**src/rtl/regfile_sb.sv**
```systemverilog
// regfile_sb: multi-port register file for the pipelined core, with a per-register scoreboard.
//
// Reads are combinational. There are two write ports: A for ALU writeback and B for
// memory/late writeback. When both ports write the same register in one cycle, port B wins.
// An optional same-cycle bypass forwards write data to the read ports, and register 0 can
// be hardwired to zero. A pending bit per register is set at issue and cleared at writeback.
// Decode uses rd_busy_o to stall on RAW hazards.
//
// Ports
//   clk_i       clock, rising edge
//   rst_n_i     asynchronous active-low reset
//   rd_addr_i   NRD read addresses, port i at [i*AW +: AW]
//   rd_data_o   NRD read data, port i at [i*DATA_W +: DATA_W]
//   rd_busy_o   per read port: addressed register has an outstanding write
//   wa_*_i      write port A (enable, address, data)
//   wb_*_i      write port B (enable, address, data)
//   iss_en_i    issue of an instruction with destination iss_addr_i
//   busy_cnt_o  registered count of pending registers
module regfile_sb #(
  parameter int unsigned DATA_W   = 32,
  parameter int unsigned NREGS    = 32,
  parameter int unsigned NRD      = 2,
  parameter bit          ZERO_REG = 1'b1,
  parameter bit          BYPASS   = 1'b1,
  localparam int unsigned AW      = $clog2(NREGS)
) (
  input  logic                  clk_i,
  input  logic                  rst_n_i,
  input  logic [NRD*AW-1:0]     rd_addr_i,
  output logic [NRD*DATA_W-1:0] rd_data_o,
  output logic [NRD-1:0]        rd_busy_o,
  input  logic                  wa_en_i,
  input  logic [AW-1:0]         wa_addr_i,
  input  logic [DATA_W-1:0]     wa_data_i,
  input  logic                  wb_en_i,
  input  logic [AW-1:0]         wb_addr_i,
  input  logic [DATA_W-1:0]     wb_data_i,
  input  logic                  iss_en_i,
  input  logic [AW-1:0]         iss_addr_i,
  output logic [AW:0]           busy_cnt_o
);

  logic [DATA_W-1:0] regs_q [NREGS];
  logic [NREGS-1:0]  pending_q, pending_d;
  logic [AW:0]       busy_cnt_q, busy_cnt_d;

  logic wa_eff, wb_eff, iss_eff;

  // With a hardwired zero register, anything aimed at r0 is dropped before it reaches state.
  always_comb begin
    wa_eff  = wa_en_i;
    wb_eff  = wb_en_i;
    iss_eff = iss_en_i;
    if (ZERO_REG) begin
      if (wa_addr_i == '0)  wa_eff  = 1'b0;
      if (wb_addr_i == '0)  wb_eff  = 1'b0;
      if (iss_addr_i == '0) iss_eff = 1'b0;
    end
  end

  // Register array. Port B has priority over port A on an address collision.
  always_ff @(posedge clk_i or negedge rst_n_i) begin
    if (!rst_n_i) begin
      for (int r = 0; r < NREGS; r++) regs_q[r] <= '0;
    end else begin
      for (int r = 0; r < NREGS; r++) begin
        if (wb_eff && wb_addr_i == AW'(r))      regs_q[r] <= wb_data_i;
        else if (wa_eff && wa_addr_i == AW'(r)) regs_q[r] <= wa_data_i;
      end
    end
  end

  // Scoreboard next state. A write clears the pending bit and an issue sets it.
  // When both happen in the same cycle, the issue wins because a newer producer is in flight.
  always_comb begin
    pending_d = pending_q;
    for (int r = 0; r < NREGS; r++) begin
      if ((wa_eff && wa_addr_i == AW'(r)) || (wb_eff && wb_addr_i == AW'(r)))
        pending_d[r] = 1'b0;
      if (iss_eff && iss_addr_i == AW'(r))
        pending_d[r] = 1'b1;
    end
    if (ZERO_REG) pending_d[0] = 1'b0;
    busy_cnt_d = (AW+1)'($countones(pending_d));
  end

  always_ff @(posedge clk_i or negedge rst_n_i) begin
    if (!rst_n_i) begin
      pending_q  <= '0;
      busy_cnt_q <= '0;
    end else begin
      pending_q  <= pending_d;
      busy_cnt_q <= busy_cnt_d;
    end
  end

  assign busy_cnt_o = busy_cnt_q;

  // Read ports. Port B's bypass is applied last, so it takes priority over port A.
  // A register being written this cycle is about to become valid, so it is not reported busy.
  always_comb begin
    logic [AW-1:0]     raddr;
    logic [DATA_W-1:0] rdata;
    logic              rbusy;
    rd_data_o = '0;
    rd_busy_o = '0;
    for (int i = 0; i < NRD; i++) begin
      raddr = rd_addr_i[i*AW +: AW];
      rdata = regs_q[raddr];
      rbusy = pending_q[raddr];
      if (BYPASS) begin
        if (wa_en_i && wa_addr_i == raddr) begin
          rdata = wa_data_i;
          rbusy = 1'b0;
        end
        if (wb_en_i && wb_addr_i == raddr) begin
          rdata = wb_data_i;
          rbusy = 1'b0;
        end
      end
      if (ZERO_REG && raddr == '0) begin
        rdata = '0;
        rbusy = 1'b0;
      end
      rd_data_o[i*DATA_W +: DATA_W] = rdata;
      rd_busy_o[i]                  = rbusy;
    end
  end

endmodule
```
**config.mk**
```make
export PLATFORM = sky130hd
export DESIGN_NAME = regfile_sb
export DESIGN_NICKNAME = d
export VERILOG_FILES = /design/src/rtl/regfile_sb.sv
export SDC_FILE = /design/constraint.sdc
export NUM_CORES = 2
export LEC_CHECK = 0
export CELL_PAD_IN_SITES_DETAIL_PLACEMENT = 1
export CELL_PAD_IN_SITES_GLOBAL_PLACEMENT = 1
export CORE_MARGIN = 4
export CORE_UTILIZATION = 54
export CTS_BUF_LIST = sky130_fd_sc_hd__clkbuf_4 sky130_fd_sc_hd__clkbuf_8 sky130_fd_sc_hd__clkbuf_16
export DETAILED_ROUTE_END_ITERATION = 8
export MAX_ROUTING_LAYER = met4
export PLACE_DENSITY_LB_ADDON = 0.1
export SYNTH_ARGS = -nofsm -noshare
export SYNTH_HDL_FRONTEND = slang
export SYNTH_SLANG_ARGS = --single-unit
```
**constraint.sdc**
```tcl
create_clock -name clk_i -period 9.8 [get_ports clk_i]
set_clock_uncertainty 0.15 [all_clocks]
set_input_delay 1.96 -clock clk_i [delete_from_list [all_inputs] [get_ports clk_i]]
set_output_delay 1.96 -clock clk_i [all_outputs]
set_load 0.01 [all_outputs]
```
* After elaboration in Yosys (flattened, before gate mapping)
Index checks and enable logic that the tools add are counted.
** Word-level totals
- Register bits after elaboration :: 1061
- Input bits :: 94
- Output and inout port bits :: 72
- Word-level logic and storage cells :: 485
** Operators by class
- Add/sub/neg operators :: 30
- Magnitude comparators :: 4
- Equal/unequal tests :: 97
- Multiplexer cells :: 151
- Bitwise operators :: 2
- Reductions and logical operators :: 167
** Operators with widths (count)
- 32-bit two-way mux :: 74
- 32-bit binary-select mux with 5-bit select :: 2
- 5-bit == test, second input constant :: 48
- 5-bit by 4-bit == test with 1-bit output, second input constant :: 24
- 1-bit logical AND :: 99
- 1-bit two-way mux :: 73
- 2-bit nonzero test :: 32
- 5-bit by 3-bit == test with 1-bit output, second input constant :: 12
- 1-bit logical OR :: 31
- 1-bit by 1-bit adder with 2-bit output :: 15
- 5-bit by 2-bit == test with 1-bit output, second input constant :: 6
- 5-bit logical NOT :: 5
- 2-bit by 2-bit adder with 3-bit output :: 7
- 5-bit == test :: 4
- 3-bit by 3-bit adder with 4-bit output :: 4
- 5-bit by 1-bit == test with 1-bit output, second input constant :: 3
- 6-bit greater-or-equal comparator, second input constant :: 2
- 5-bit by 6-bit less-than comparator with 1-bit output, second input constant :: 2
- 5-bit NOT with 6-bit output :: 2
- 4-bit by 4-bit adder with 5-bit output :: 2
- 1-bit binary-select mux with 5-bit select :: 2
- 5-bit by 5-bit adder with 6-bit output :: 1
- 1-bit by 2-bit adder with 3-bit output :: 1

* Depth between registers and ports, before layout
- Word-level depth :: 11
- Mapped depth :: 25
- Gate-level depth less buffers :: 22

* Worst setup path after synthesis
No wires, ideal clock.
- Kind :: input -> register
- From :: in wb_addr_i[2]
- To :: reg busy_cnt_q[4], in the netlist busy_cnt_o[4]
- Arrival :: 7.564 ns
- Slack :: 1.964 ns
- Stages on the path :: 22
- Cell sequence :: buf_4 nand4b_1 nand2b_1 o21ai_0 buf_2 buf_1 o21ai_0 fa_1 inv_1 fa_1 fa_1 inv_1 fa_1 fa_1 inv_1 fa_1 fa_1 fa_1 inv_1 a21o_1 a21oi_1 xnor2_1
** On the way
- Cells in the longest elaborated chain, start to end :: 11
- Elaborated cells on any way between the ends :: 187
** Ends and longest elaborated chain
- start: declaration :: line 36 : input logic [AW-1:0] wb_addr_i,
- 5-bit logical NOT
- 1-bit two-way mux :: line 56 : if (wb_addr_i == '0) wb_eff = 1'b0;
- 1-bit logical AND (*) :: line 78 : if ((wa_eff && wa_addr_i == AW'(r)) || (wb_eff && wb_addr_i == AW'(r)))
- 1-bit logical OR (*) :: line 78
- 1-bit two-way mux (*) :: line 78
- 1-bit two-way mux (*) :: line 80 : if (iss_eff && iss_addr_i == AW'(r))
- named net pending_d[24] :: line 44 : logic [NREGS-1:0] pending_q, pending_d;
- 1-bit by 1-bit adder with 2-bit output (implied by the code) (*) :: line 84 : busy_cnt_d = (AW+1)'($countones(pending_d));
- 2-bit by 2-bit adder with 3-bit output (implied by the code) (*) :: line 84
- 3-bit by 3-bit adder with 4-bit output (implied by the code) (*) :: line 84
- 4-bit by 4-bit adder with 5-bit output (implied by the code) (*) :: line 84
- 5-bit by 5-bit adder with 6-bit output (implied by the code) (*) :: line 84
- named net busy_cnt_d[4] :: line 45 : logic [AW:0] busy_cnt_q, busy_cnt_d;
- end signal: assignment :: line 93 : busy_cnt_q <= busy_cnt_d;
- end: declaration :: line 45
Mark *: on every way through the listed nets, which the timed path passes. The rest lies on a longest branch.
A chain may end at the register's enable or synchronous reset.

* Final worst setup path
- From :: in wa_addr_i[4]
- To :: out rd_data_o[10]
** On the way
- Cells in the longest elaborated chain, start to end :: 5
** Ends and longest elaborated chain
- start: declaration :: line 33 : input logic [AW-1:0] wa_addr_i,
- 5-bit == test :: line 112 : if (wa_en_i && wa_addr_i == raddr) begin
- 1-bit logical AND :: line 112
- 32-bit two-way mux :: line 112
- 32-bit two-way mux :: line 116 : if (wb_en_i && wb_addr_i == raddr) begin
- 32-bit two-way mux :: line 121 : if (ZERO_REG && raddr == '0) begin
- end: declaration :: line 30 : output logic [NRD*DATA_W-1:0] rd_data_o,
No other way between the ends.

==> results.yml <==
worst_setup_path:
  reg2reg_depth: 17
  crit_chain: "clkdlybuf4s50_1, xor2_1, nor4_1, and3_2, or3_2, buf_4, o32ai_1, clkdlybuf4s50_1"
  arrival_ns: 6.50
  endpoint_kind: "output pin"
  cp_num_cells: 8
  critical-path-max-stage-delay_ns: 1.03
  cp_common_cell: "clkdlybuf4s50_1"
  r2r_setup_slack_ns: 4.47
  crit_buf_inv: 3
  startpoint_type: "primary input"
  crit_end: "rd_data_o[10]"
  cpMaxStageDelayCell: "o32ai_1"
  critical-path-top-delay-family: "buffers and inverters"
  cp_max_fo: 22
  r2r-end: "busy_cnt_o[4]"
  cp-startpoint: "wa_addr_i[4]"
  worstSetupPathType: "primary input to output pin"
  required_ns: 7.69
  r2r_start: "pending_q[24]"
detailed_routing:
  drc: 0
  dr.pass1.iters: 9
  vias_per_cell: 7.39
  drt_iter0_drc: 8185
  vias: 61327
  wl_per_cell_um: 36.3
  ant_nets: 0
  wirelength_mm: 301
grt:
  grt_max_degree: 157
  grt_pass1_vias: 63335
  overflow: 0
  antenna_found_initial: 19
  grt_pass1_wl_mm: 436
  track_usage_pct: 46.6
logic_synthesis:
  synth_top_flop_cell: "dfrtp_1"
  syn-instance-count: 6902
  ys_seq_area_share_pct: 39.0
  postSynthAreaPerCell_um2: 9.86
  yosysWarningCount: 0
  synth-edff-count: 0
  synthAdderAreaFrac_pct: 0.805
  ys_types: 66
  yosys.area_share.simple_pct: 8.78
  syn_area_mm2: 0.0681
  synth_compound_area_share_pct: 15.3
  ys_ff_latch: 1061
  synth_top_family_by_area: "multiplexers"
  syn-num-nets: 7026
  synth-xor-area-share_pct: 0.296
  synthMuxAreaShare_pct: 29.8
  async_flop_share_pct: 100
sta:
  finalSetupViolCount: 0
  tns_ns: 0
  rsz0062_at_grt: "no"
  min_period_ns: 8.61
  drv_slew: 0
  tightest_slew_ns: 1.29
  hold_viol: 0
  fmax_ghz: 0.116
  relSlewSlack_pct: 13.8
  min_period_over_period_pct: 87.8
clock_network:
  clk_latency_ns: 0.79
  cts_resized: 0
  postCtsHoldBufs: 0
  path_clk_slew_ns: 0.06
  cts_setup_buffers: 0
  ctsHtreeMaxLevel: 4
  numCtsBuffers: 132
  cts_root_buffer: "clkbuf_16"
  cts_tree: "built"
  cts_sinks: 1061
  ctsLongestPathBuffers: 3
placement:
  place.gp.congestion: 0.882
  placement.io_buffers: 165
  dp_hpwl_mm: 162
floorplanning:
  start_util_pct: 54.3
  ios: 166
  die_area_mm2: 0.132
  die_h_um: 363
  rows: 130
  core_area_mm2: 0.125
  dieWidth_um: 363
cells_and_area:
  area_growth_pct: 9.90
  n_fill_cell: 13406
  multi_input_area_mm2: 0.0380
  fin_util_pct: 59.7
  drive_gt1_share_pct: 14.6
  ff_latch_area_mm2: 0.0266
  nNetsFinal: 6659
power_and_ir_drop:
  power.density_mw_per_mm2: 224
  p_leak_nw: 31.8
  max-vdd-ir-drop_mv: 0.733
hold_path:
  hold_path.class: "flip-flop to flip-flop"
outcome:
  status: "completed"
job:
  cap_violations: 0
layout make-up:
cell class / instances / area share [%]
timing repair buffer: 365 / 4.44
clock inverter: 32 / 0.503
clock buffer: 201 / 5.45
sequential: 1061 / 35.5
multi-input combinational: 4885 / 50.8
tap: 1650 / 2.76
inverter: 90 / 0.452
antenna: 18 / 0.0602
placed cells by master, fill, tap and decap left out, types with 7 or more instances in the layout:
| master | n |
|---|---|
| inv_6 | 8 |
| a21oi_1 | 867 |
| nand2b_1 | 12 |
| a2111oi_0 | 34 |
| o21ai_0 | 392 |
| nand2_1 | 407 |
| o32ai_1 | 61 |
| clkbuf_8 | 30 |
| buf_4 | 193 |
| inv_1 | 89 |
| a221oi_1 | 30 |
| ha_1 | 7 |
| xor2_1 | 7 |
| a211oi_1 | 62 |
| fa_1 | 23 |
| and2_1 | 7 |
| a21oi_4 | 7 |
| nor2_1 | 820 |
| diode_2 | 18 |
| o221ai_1 | 61 |
| clkbuf_16 | 136 |
| mux2_2 | 102 |
| mux4_2 | 337 |
| a22o_1 | 36 |
| nor3_1 | 70 |
| a31oi_1 | 63 |
| nand2_4 | 13 |
| clkinv_2 | 14 |
| nor2_4 | 13 |
| clkbuf_4 | 35 |
| xnor2_1 | 16 |
| mux2i_1 | 1152 |
| clkdlybuf4s50_1 | 154 |
| buf_12 | 13 |
| o22ai_1 | 67 |
| a211o_1 | 61 |
| dfrtp_1 | 1061 |
| nor2b_1 | 46 |
| a22oi_1 | 8 |
power by group:
| group | total [mW] | internal (mW) | switching, mW |
|---|---|---|---|
| Combinational | 5.12 | 2.46 | 2.66 |
| Sequential | 6.54 | 5.56 | 0.986 |
| Clock | 5.11 | 3.03 | 2.08 |
state kept, by name, indices dropped and copies added (netlist names):
name	count
busy_cnt_o	6
pending_q	31
regs_q	1024
stage by stage:
step | cell area, um2 | hold slack, ns | power (mW) | setup slack (ns) | cells
after floorplan | 68100 | 0.291 | 9.89 | 1.96 | 6902
after global placement | 70300 | 0.226 | 11.2 | 0.864 | 8051
after detailed placement | 70300 | 0.233 | 11.6 | 0.827 | 8051
after CTS | 74800 | 0.246 | 16.7 | 1.42 | 8284
after global routing | 74800 | 0.261 | 17.6 | 1.28 | 8300
final | 74800 | 0.244 | 16.8 | 1.19 | 8302
synthesized netlist by cell type, types with 8 or more instances:
master     number  area [um2]
buf_1         106         398
a22oi_1         8        60.1
o221ai_1       61         534
inv_1          90         338
a211oi_1       62         465
mux2i_1      1152       11500
fa_1           23         460
a211o_1        61         534
o21ai_0       395        1980
dfrtp_1      1061       26600
buf_2         204        1020
a31oi_1        63         394
nor2_1        833        3130
buf_6          15         169
mux4_2        337        7590
nor3_1         72         360
a221oi_1       30         263
a21oi_1       874        4370
o22ai_1        73         457
xnor2_1        16         140
and2_1          8        50.1
nand2_1       423        1590
nor2b_1        48         300
nand2b_1       13        81.3
clkbuf_1      502        1880
buf_4          39         293
o32ai_1        61         534
mux2_2        102        1150
a22o_1         36         315
a2111oi_0      34         298
cells by family after synthesis:
family	count (synthesis)
AO/OA/AOI/OAI	1784
XOR/XNOR	23
adder cells (fa/ha/maj)	30
buffers and inverters	956
flip-flops	1061
multiplexers	1591
AND/OR/NAND/NOR	1457
how the worst min path moves through the flow:
| stage | start | end | slack [ns] | cells after the start |
|---|---|---|---|---|
| floorplan | regs_q[1000] | regs_q[1000] | 0.29 | 1 |
| global placement | regs_q[996] | regs_q[996] | 0.23 | 0 |
| CTS | regs_q[1000] | regs_q[1000] | 0.25 | 0 |
| finish | regs_q[1011] | regs_q[1011] | 0.24 | 0 |
| detailed placement | regs_q[1000] | regs_q[1000] | 0.23 | 0 |
| global route | regs_q[992] | regs_q[992] | 0.26 | 0 |
layer usage:
| metal | part of all wire [%] | GRT usage, % | vias to the layer above |
|---|---|---|---|
| li1 | - | - | 24299 |
| met1 | 37 | 57.8 | 31566 |
| met2 | 44 | 67.4 | 4169 |
| met3 | 11 | 12.3 | 1293 |
| met4 | 7.5 | 30.6 | 0 |
| met5 | 0 | - | - |
No activity file was read; power rests on OpenSTA's default activity.
